## config.mk

```make
export PLATFORM = sky130hd
export DESIGN_NAME = eeprom_seq_ctrl
export DESIGN_NICKNAME = d
export VERILOG_FILES = /design/src/rtl/eeprom_seq_ctrl.sv
export SDC_FILE = /design/constraint.sdc
export NUM_CORES = 1
export LEC_CHECK = 0
export BUFFER_PORTS_ARGS = -buffer_cell sky130_fd_sc_hd__buf_2
export CORE_MARGIN = 2
export CORE_UTILIZATION = 45
export CTS_CLUSTER_DIAMETER = 60
export CTS_CLUSTER_SIZE = 10
export DETAILED_ROUTE_END_ITERATION = 8
export GPL_TIMING_DRIVEN = 1
export HOLD_SLACK_MARGIN = 0.08
export PLACE_DENSITY = 0.66
export SLEW_MARGIN = 15
export SYNTH_ARGS = -nofsm -noshare
export SYNTH_HDL_FRONTEND = slang
export SYNTH_SLANG_ARGS = --single-unit
```

## constraint.sdc

```tcl
create_clock -name clk -period 3.95 [get_ports clk]
set_input_delay 0 -clock clk [delete_from_list [all_inputs] [get_ports clk]]
set_output_delay 0 -clock clk [all_outputs]
set_load 0.005 [all_outputs]
```

## src/rtl/eeprom_seq_ctrl.sv

```systemverilog
// Byte-level sequencer between the I2C byte front end and the 32x8 EEPROM array.
// It decodes device/address/data bytes, buffers a page, commits it on STOP, then holds busy.
module eeprom_seq_ctrl #(
   parameter logic [6:0] DEV_ADDR   = 7'b1010000,
   parameter int         TWR_CYCLES = 16
) (
   input  logic       clk,
   input  logic       reset,
   input  logic       start_i,
   input  logic       stop_i,
   input  logic       byte_valid_i,
   input  logic [7:0] byte_i,
   input  logic       rd_req_i,
   output logic       ack_o,
   output logic [7:0] rd_data_o,
   output logic       rd_valid_o,
   output logic [4:0] mem_row_o,
   output logic [2:0] mem_col_o,
   output logic [7:0] mem_wdata_o,
   output logic       mem_we_o,
   output logic       mem_re_o,
   input  logic [7:0] mem_rdata_i,
   output logic       busy_o
);

   localparam int TW = $clog2(TWR_CYCLES + 1);
   localparam logic [TW-1:0] TMR_LAST = TW'(TWR_CYCLES - 1);

   typedef enum logic [2:0] {
      S_IDLE, S_DEV, S_WADDR, S_WDATA, S_COMMIT, S_WAIT, S_RDATA
   } state_t;

   state_t          state_q, state_d;
   logic [7:0]      addr_q, addr_d;
   logic [7:0]      vld_q, vld_d;
   logic [2:0]      idx_q, idx_d;
   logic [TW-1:0]   tmr_q, tmr_d;
   logic            ack_q, ack_d;
   logic [7:0]      rd_data_q, rd_data_d;
   logic            rd_valid_q, rd_valid_d;
   logic            buf_we;
   logic [7:0]      wbuf_q [8];

   logic ev_stop, ev_start, ev_byte, ev_rd;

   // Only the highest-priority event of a cycle is acted on.
   assign ev_stop  = stop_i;
   assign ev_start = !stop_i && start_i;
   assign ev_byte  = !stop_i && !start_i && byte_valid_i;
   assign ev_rd    = !stop_i && !start_i && !byte_valid_i && rd_req_i;

   assign ack_o      = ack_q;
   assign rd_data_o  = rd_data_q;
   assign rd_valid_o = rd_valid_q;
   assign busy_o     = (state_q == S_COMMIT) || (state_q == S_WAIT);

   always_ff @(posedge clk or posedge reset) begin
      if (reset) begin
         state_q    <= S_IDLE;
         addr_q     <= '0;
         vld_q      <= '0;
         idx_q      <= '0;
         tmr_q      <= '0;
         ack_q      <= 1'b0;
         rd_data_q  <= '0;
         rd_valid_q <= 1'b0;
      end else begin
         state_q    <= state_d;
         addr_q     <= addr_d;
         vld_q      <= vld_d;
         idx_q      <= idx_d;
         tmr_q      <= tmr_d;
         ack_q      <= ack_d;
         rd_data_q  <= rd_data_d;
         rd_valid_q <= rd_valid_d;
      end
   end

   // Page buffer holds data only; its valid bits live in the control registers above.
   always_ff @(posedge clk) begin
      if (buf_we) wbuf_q[addr_q[2:0]] <= byte_i;
   end

   always_comb begin
      state_d     = state_q;
      addr_d      = addr_q;
      vld_d       = vld_q;
      idx_d       = idx_q;
      tmr_d       = tmr_q;
      ack_d       = ack_q;
      rd_data_d   = rd_data_q;
      rd_valid_d  = 1'b0;
      buf_we      = 1'b0;
      mem_row_o   = '0;
      mem_col_o   = '0;
      mem_wdata_o = '0;
      mem_we_o    = 1'b0;
      mem_re_o    = 1'b0;

      if (ev_start) ack_d = 1'b0;

      case (state_q)
         S_IDLE: begin
            if (ev_start) state_d = S_DEV;
            else if (ev_byte) ack_d = 1'b0;
         end
         S_DEV: begin
            if (ev_stop) state_d = S_IDLE;
            else if (ev_start) state_d = S_DEV;
            else if (ev_byte) begin
               if (byte_i[7:1] == DEV_ADDR) begin
                  ack_d   = 1'b1;
                  state_d = byte_i[0] ? S_RDATA : S_WADDR;
               end else begin
                  ack_d   = 1'b0;
                  state_d = S_IDLE;
               end
            end
         end
         S_WADDR: begin
            if (ev_stop) state_d = S_IDLE;
            else if (ev_start) state_d = S_DEV;
            else if (ev_byte) begin
               addr_d  = byte_i;
               vld_d   = '0;
               ack_d   = 1'b1;
               state_d = S_WDATA;
            end
         end
         S_WDATA: begin
            if (ev_stop) begin
               idx_d   = '0;
               state_d = (|vld_q) ? S_COMMIT : S_IDLE;
            end else if (ev_start) begin
               vld_d   = '0;
               state_d = S_DEV;
            end else if (ev_byte) begin
               buf_we              = 1'b1;
               vld_d[addr_q[2:0]]  = 1'b1;
               ack_d               = 1'b1;
               addr_d[2:0]         = addr_q[2:0] + 3'd1;
            end
         end
         S_COMMIT: begin
            mem_row_o   = addr_q[7:3];
            mem_col_o   = idx_q;
            mem_wdata_o = wbuf_q[idx_q];
            mem_we_o    = vld_q[idx_q];
            idx_d       = idx_q + 3'd1;
            if (ev_byte) ack_d = 1'b0;
            if (idx_q == 3'd7) begin
               tmr_d   = '0;
               state_d = S_WAIT;
            end
         end
         S_WAIT: begin
            if (ev_byte) ack_d = 1'b0;
            if (tmr_q == TMR_LAST) state_d = S_IDLE;
            else tmr_d = tmr_q + 1'b1;
         end
         S_RDATA: begin
            if (ev_stop) state_d = S_IDLE;
            else if (ev_start) state_d = S_DEV;
            else if (ev_rd) begin
               mem_re_o   = 1'b1;
               mem_row_o  = addr_q[7:3];
               mem_col_o  = addr_q[2:0];
               rd_data_d  = mem_rdata_i;
               rd_valid_d = 1'b1;
               addr_d     = addr_q + 8'd1;
            end
         end
         default: state_d = S_IDLE;
      endcase
   end

endmodule

```

Word-level counts from Yosys, hierarchy flattened. Memories as Yosys holds them, arrays and structs flattened. Index checks and enable logic that the tools add are counted.

Output and inout port bits: 29. Bits in writable memories: 64. Bits in registers: 37. Memories kept: 1. Input bits: 22. Word-level logic and storage cells: 144.

Mux-type cells: 73. Magnitude comparators: 3. Add/sub/neg operators: 4. Equal/unequal tests: 25. Bitwise operators: 3. Reductions and logical operators: 26.

Memory list: wbuf_q (depth 8, bits a word 8, rd ports 1, clocked after memory_dff 0, write ports 1, RTL line 42) `logic [7:0] wbuf_q [8];`.

Operators by type and width (number): 8-bit 2-to-1 mux (13); 3-bit 2-to-1 mux (21); 5-bit one-hot mux with 2 select lines (3); 5-bit 2-to-1 mux (5); 1-bit 2-to-1 mux (23); 2-bit inequality test, second input constant (11); 3-bit one-hot mux with 7 select lines (1); 8-bit one-hot mux with 2 select lines (1); 3-bit == test, second input constant (4); 3-bit one-hot mux with 2 select lines (2); 10-bit AND reduction (1); 3-bit one-hot mux with 3 select lines (1); 8-bit by 1-bit adder with 8-bit output, second input constant (1); 3-bit by 4-bit less-than comparator with 1-bit output, second input constant (2); 4-bit inequality test, second input constant (2); 8-bit bitwise OR (1); 4-bit AND reduction (2); 2-bit nonzero test (4); 8-bit OR reduction (1); 7-bit == test, second input constant (1); 7-bit AND reduction (1); 3-bit by 1-bit adder with 3-bit output, second input constant (2); 3-bit by 2-bit == test with 1-bit output, second input constant (2); 1-bit logical AND (6); 18 further kinds (23).

Depth between registers and ports, before layout.
Depth after elaboration: 9. Depth in mapped cells: 8. Mapped depth without buffers: 7.

Worst setup path after synthesis. No wires, ideal clock.

Path kind: register to register. Start point: register state_q[0]. End point: memory wbuf_q[0][0], enable pin. Arrival: 1692 ps. Data required time: 3567 ps. Path slack: 1875 ps. Cell stages (with the launch flop): 6. Setup time: 383 ps. Buffers on the path: 2. Period minus slack after synthesis: 2075 ps. Cell sequence: dfrtp_1 > buf_2 > clkbuf_1 > and3_1 > nand2_1 > nor3_1.

Longest elaborated chain between the ends: 4.

RTL lines: start, declared (RTL line 33) `state_t state_q, state_d;`; start signal, assigned (RTL line 68) `state_q <= state_d;`; 3-bit by 2-bit == test with 1-bit output (RTL line 102) `case (state_q)`; 1-bit 2-to-1 mux (RTL line 102); 1-bit 2-to-1 mux (RTL line 81) `if (buf_we) wbuf_q[addr_q[2:0]] <= byte_i;`; 1-bit 2-to-1 mux (implied by the code) (RTL line 81); end, declared (RTL line 42).

No other way between the ends.

Worst setup path in the final report.
Start point: register state_q[0]. End point: output port mem_row_o[2].

Longest elaborated chain between the ends: 2. Elaborated cells between the ends (all ways): 3. Classes of those cells: eq/ne: 2; mux: 1.

RTL lines: 3-bit == test (RTL line 102); 5-bit one-hot mux with 2 select lines (*) (RTL line 102); end, declared (RTL line 17) `output logic [4:0] mem_row_o,`.

Mark *: on every way between the ends. The rest lies on a longest branch, timed or not.

==> summary.md <==
| Metric | Value |
|---|---|
| Cts hold-fix bufs | 21 |
| Max-slew violation count | 0 |
| Vias in the first global route | 2954 |
| Leading cell type in the layout, fill and taps excluded | sky130_fd_sc_hd__edfxtp_1 |
| Setup Skew | 9.25 ps |
| CTS Buffer Depth | 2 |
| Area growth, synth to finish | 15.6% |
| Main area contributors after synthesis | sky130_fd_sc_hd__edfxtp_1 41%, sky130_fd_sc_hd__dfrtp_1 20%, sky130_fd_sc_hd__mux4_2 8.6% |
| Top-level port count | 51 |
| Worst Hold Slack | 140 ps |
| Category of cells accounting for the largest share of critical-path delay | simple AND/OR/NAND/NOR gates |
| Leading cell types in the layout, fill and taps excluded | 64 x sky130_fd_sc_hd__edfxtp_1, 50 x sky130_fd_sc_hd__buf_2, 37 x sky130_fd_sc_hd__dfrtp_1 |
| Result of the run | complete, no violations |
| Proportion of synthesized flip-flops having asynchronous set or reset | 0.366 |
| Reg2Reg Launch Point | state_q[1]$_DFFE_PP0P_ |
| Number of DRC violations after detailed-routing iteration 0 | 182 |
| Total number of H-tree levels | 3 |
| Non-filler cells, final | 556 |
| Count of nets after finishing | 442 |
| Post-route clock period utilization | 0.676 |
| Starting utilization of the core area | 0.460 |
| Crit path time final | 2670 ps |
| Data required time at the worst endpoint | 3950 ps |
| Number of sinks handled by clock tree synthesis | 101 |
| Overall global routing resource usage | 0.185 |
| Critical Path End Type | output port |
| Setup TNS | 0 ps |
| Crit path setup slack, layout | 1280 ps |
| Count of vias placed by the detailed router | 3053 |
| Port Buffer Count | 50 |
| DRT antenna net count | 0 |
| Hold path cells | 4 |
| Post-synth EDFFs | 64 |
| Std-Cell Rows | 37 |
| Chain of cells forming the critical path | and3b_1 > and4b_1 > or2_2 > and2_1 > buf_2 |
| Vias per inst | 5.49 |
| Overflow after GRT | 0 |
| Maximum capacitance violations | 0 |
| Total power per unit cell area | 493 mW/mm^2 |
| Overall die area | 0.0113 mm^2 |
| Worst slew slack as a fraction of its limit | 0.229 |
| Height of the chip | 106 um |
| YS warnings | 0 |
| Capture point of the worst reg-to-reg path | wbuf_q[1][7]$_DFFE_PP_ |
| Number of setup buffers added after CTS | 0 |
| Mean cell area of the mapped netlist | 13.4 um^2 |
| Largest area contributor in the synthesized netlist | sky130_fd_sc_hd__edfxtp_1 |
| Number of different library cells in the post-synthesis netlist | 56 |
| Cell total after placement | 519 |
| Wire length per cell after detailed routing | 17.5 um |
| Share of post-route cells with drive strength above 1 | 0.245 |
| Cells resized by post-CTS repair | 0 |
| Pre-CTS WS | 1380 ps |
| Maximum number of pins on one net before global-route repair | 38 |
| Delay of the slowest critical-path stage | 620 ps |
| Setup repair after global routing missed its margin | no |
| Post-detail-place hpwl | 6.55 mm |
| Floorplan die width | 106 um |
| Total detailed-routing wirelength | 9.75 mm |
| Synth Cell Area | 0.00470 mm^2 |
| Post-synth top flop | sky130_fd_sc_hd__edfxtp_1 |
| Final setup violating endpoints | 0 |
| Leakage power | 2.16 nW |
| Critical Path Start Type | flop |
| Highest achievable clock rate | 0.375 GHz |
| Worst hold-check path type | input pin to flop |
| Worst-Margin Slew | 1150 ps |
| Share of Yosys cell area claimed by the top area cell type | 0.409 |
| Flip-flop and latch count after synthesis | 101 |
| Count of unresolved DRC violations after routing | 0 |
| Core Area | 0.0102 mm^2 |
| Proportion of synthesized chip area in sequential cells | 0.605 |
| Worst Reg-to-Reg Cells | 4 |
| Num CTS Buffers | 9 |
| Post-CTS clock slew at the launch and capture registers of the worst setup and hold paths | 100 ps |
| Clk_lat worst skew | 370 ps |
| Data arrival time at the worst-slack endpoint | 2670 ps |
| Clock Root Buffer | sky130_fd_sc_hd__clkbuf_8 |
| Endpoint, Worst Hold | addr_q[7]$_DFFE_PP0P_ |
| Crit-path slowest cell | sky130_fd_sc_hd__and4b_1 |
| Critical path class | flop to output port |
| TritonCTS clock tree | done |
| Net count after synthesis | 378 |
| Maximum ir drop on the vdd rail | 0.200 mV |
| Length of the first detailed-routing pass in iterations | 4 |
| Final Hold Vio Count | 0 |
| Critical hold path startpoint | rd_req_i |
| Layout filler cell count | 837 |
| Number of antenna violations at the first check in global routing | 0 |
| Critical path fanouts, max | 22 |
| Wire length of the first global-routing pass | 15.8 mm |
| Worst path buffer plus inverter count | 1 |
| Internal reg-to-reg setup slack | 1380 ps |
| Antenna cell count | 0 |
| Routability Congestion | 0.849 |
| Number of standard cells after synthesis | 351 |
==> metal layers <==
metal  GRT usage  wire [um]  vias to the layer above
met2       0.277       4450                       87
met4      0.0479        107                        0
met5           0          0                        -
li1            -          -                     1463
met3      0.0411        453                        8
met1       0.276       4740                     1495
==> flip-flops by register name (all words and copies together), names as in the netlist <==
name and flops:
ack_o 1, addr_q 8, idx_q 3, rd_data_o 8
rd_valid_o 1, state_q 3, tmr_q 5, vld_q 8
wbuf_q 64
==> tightest hold or removal path: stages <==
cell and delay, ps:
sky130_fd_sc_hd__buf_2 120, sky130_fd_sc_hd__nand3b_1 130, sky130_fd_sc_hd__a21oi_4 110, sky130_fd_sc_hd__a21oi_1 120
==> Yosys cell counts (6+ instances only) <==
cell,instances
sky130_fd_sc_hd__edfxtp_1,64
sky130_fd_sc_hd__dfrtp_1,37
sky130_fd_sc_hd__nor2_1,34
sky130_fd_sc_hd__a21oi_1,22
sky130_fd_sc_hd__mux4_2,18
sky130_fd_sc_hd__nand2_1,18
sky130_fd_sc_hd__o21ai_0,18
sky130_fd_sc_hd__mux2i_1,12
sky130_fd_sc_hd__clkbuf_1,11
sky130_fd_sc_hd__mux2_2,9
sky130_fd_sc_hd__a31oi_1,8
sky130_fd_sc_hd__and2_1,8
sky130_fd_sc_hd__inv_1,7
sky130_fd_sc_hd__nor3_1,7
sky130_fd_sc_hd__buf_2,6
==> where the power goes <==
part / total (W) / leakage (nW) / switching [W] / internal (W)
logic: 0.000808 / 0.994 / 0.000407 / 0.000401
registers: 0.00127 / 1.08 / 0.000103 / 0.00117
clock network: 0.000604 / 0.0927 / 0.000366 / 0.000238
==> area by class of cell <==
type / count / area, um^2 / area share
sequential: 101 / 2850 / 0.524
tap: 136 / 170 / 0.0313
multi-input combinational: 221 / 1730 / 0.318
inverter: 8 / 30.0 / 0.00552
clock inverter: 7 / 56.3 / 0.0104
timing repair buffer: 74 / 483 / 0.0888
clock buffer: 9 / 124 / 0.0228
==> cells by family after synthesis <==
group	share of synthesized area
simple gates	0.110
mux	0.133
compound gates	0.108
fa+ha+maj	0.0133
flops	0.605
buf+inv	0.0282
xor+xnor	0.00186
==> stage by stage <==
step,utilization,area [um^2],total power (W)
floorplan,-,4700,0.00188
global placement,0.493,5040,0.00208
global route,0.532,5440,0.00284
finish,0.532,5440,0.00268
CTS,0.531,5430,0.00270
detailed placement,0.493,5040,0.00209
==> how the worst max path moves through the flow <==
stage | from | to | cells after the start
2_1_floorplan | state_q[0]$_DFFE_PP0P_ | wbuf_q[0][0]$_DFFE_PP_ | 5
3_3_place_gp | state_q[1]$_DFFE_PP0P_ | wbuf_q[1][2]$_DFFE_PP_ | 4
3_5_place_dp | state_q[1]$_DFFE_PP0P_ | wbuf_q[0][3]$_DFFE_PP_ | 4
4_1_cts | state_q[0]$_DFFE_PP0P_ | mem_row_o[2] | 5
5_1_grt | state_q[0]$_DFFE_PP0P_ | mem_row_o[2] | 5
6_report | state_q[0]$_DFFE_PP0P_ | mem_row_o[2] | 5
(Power assumes the default switching activity.)
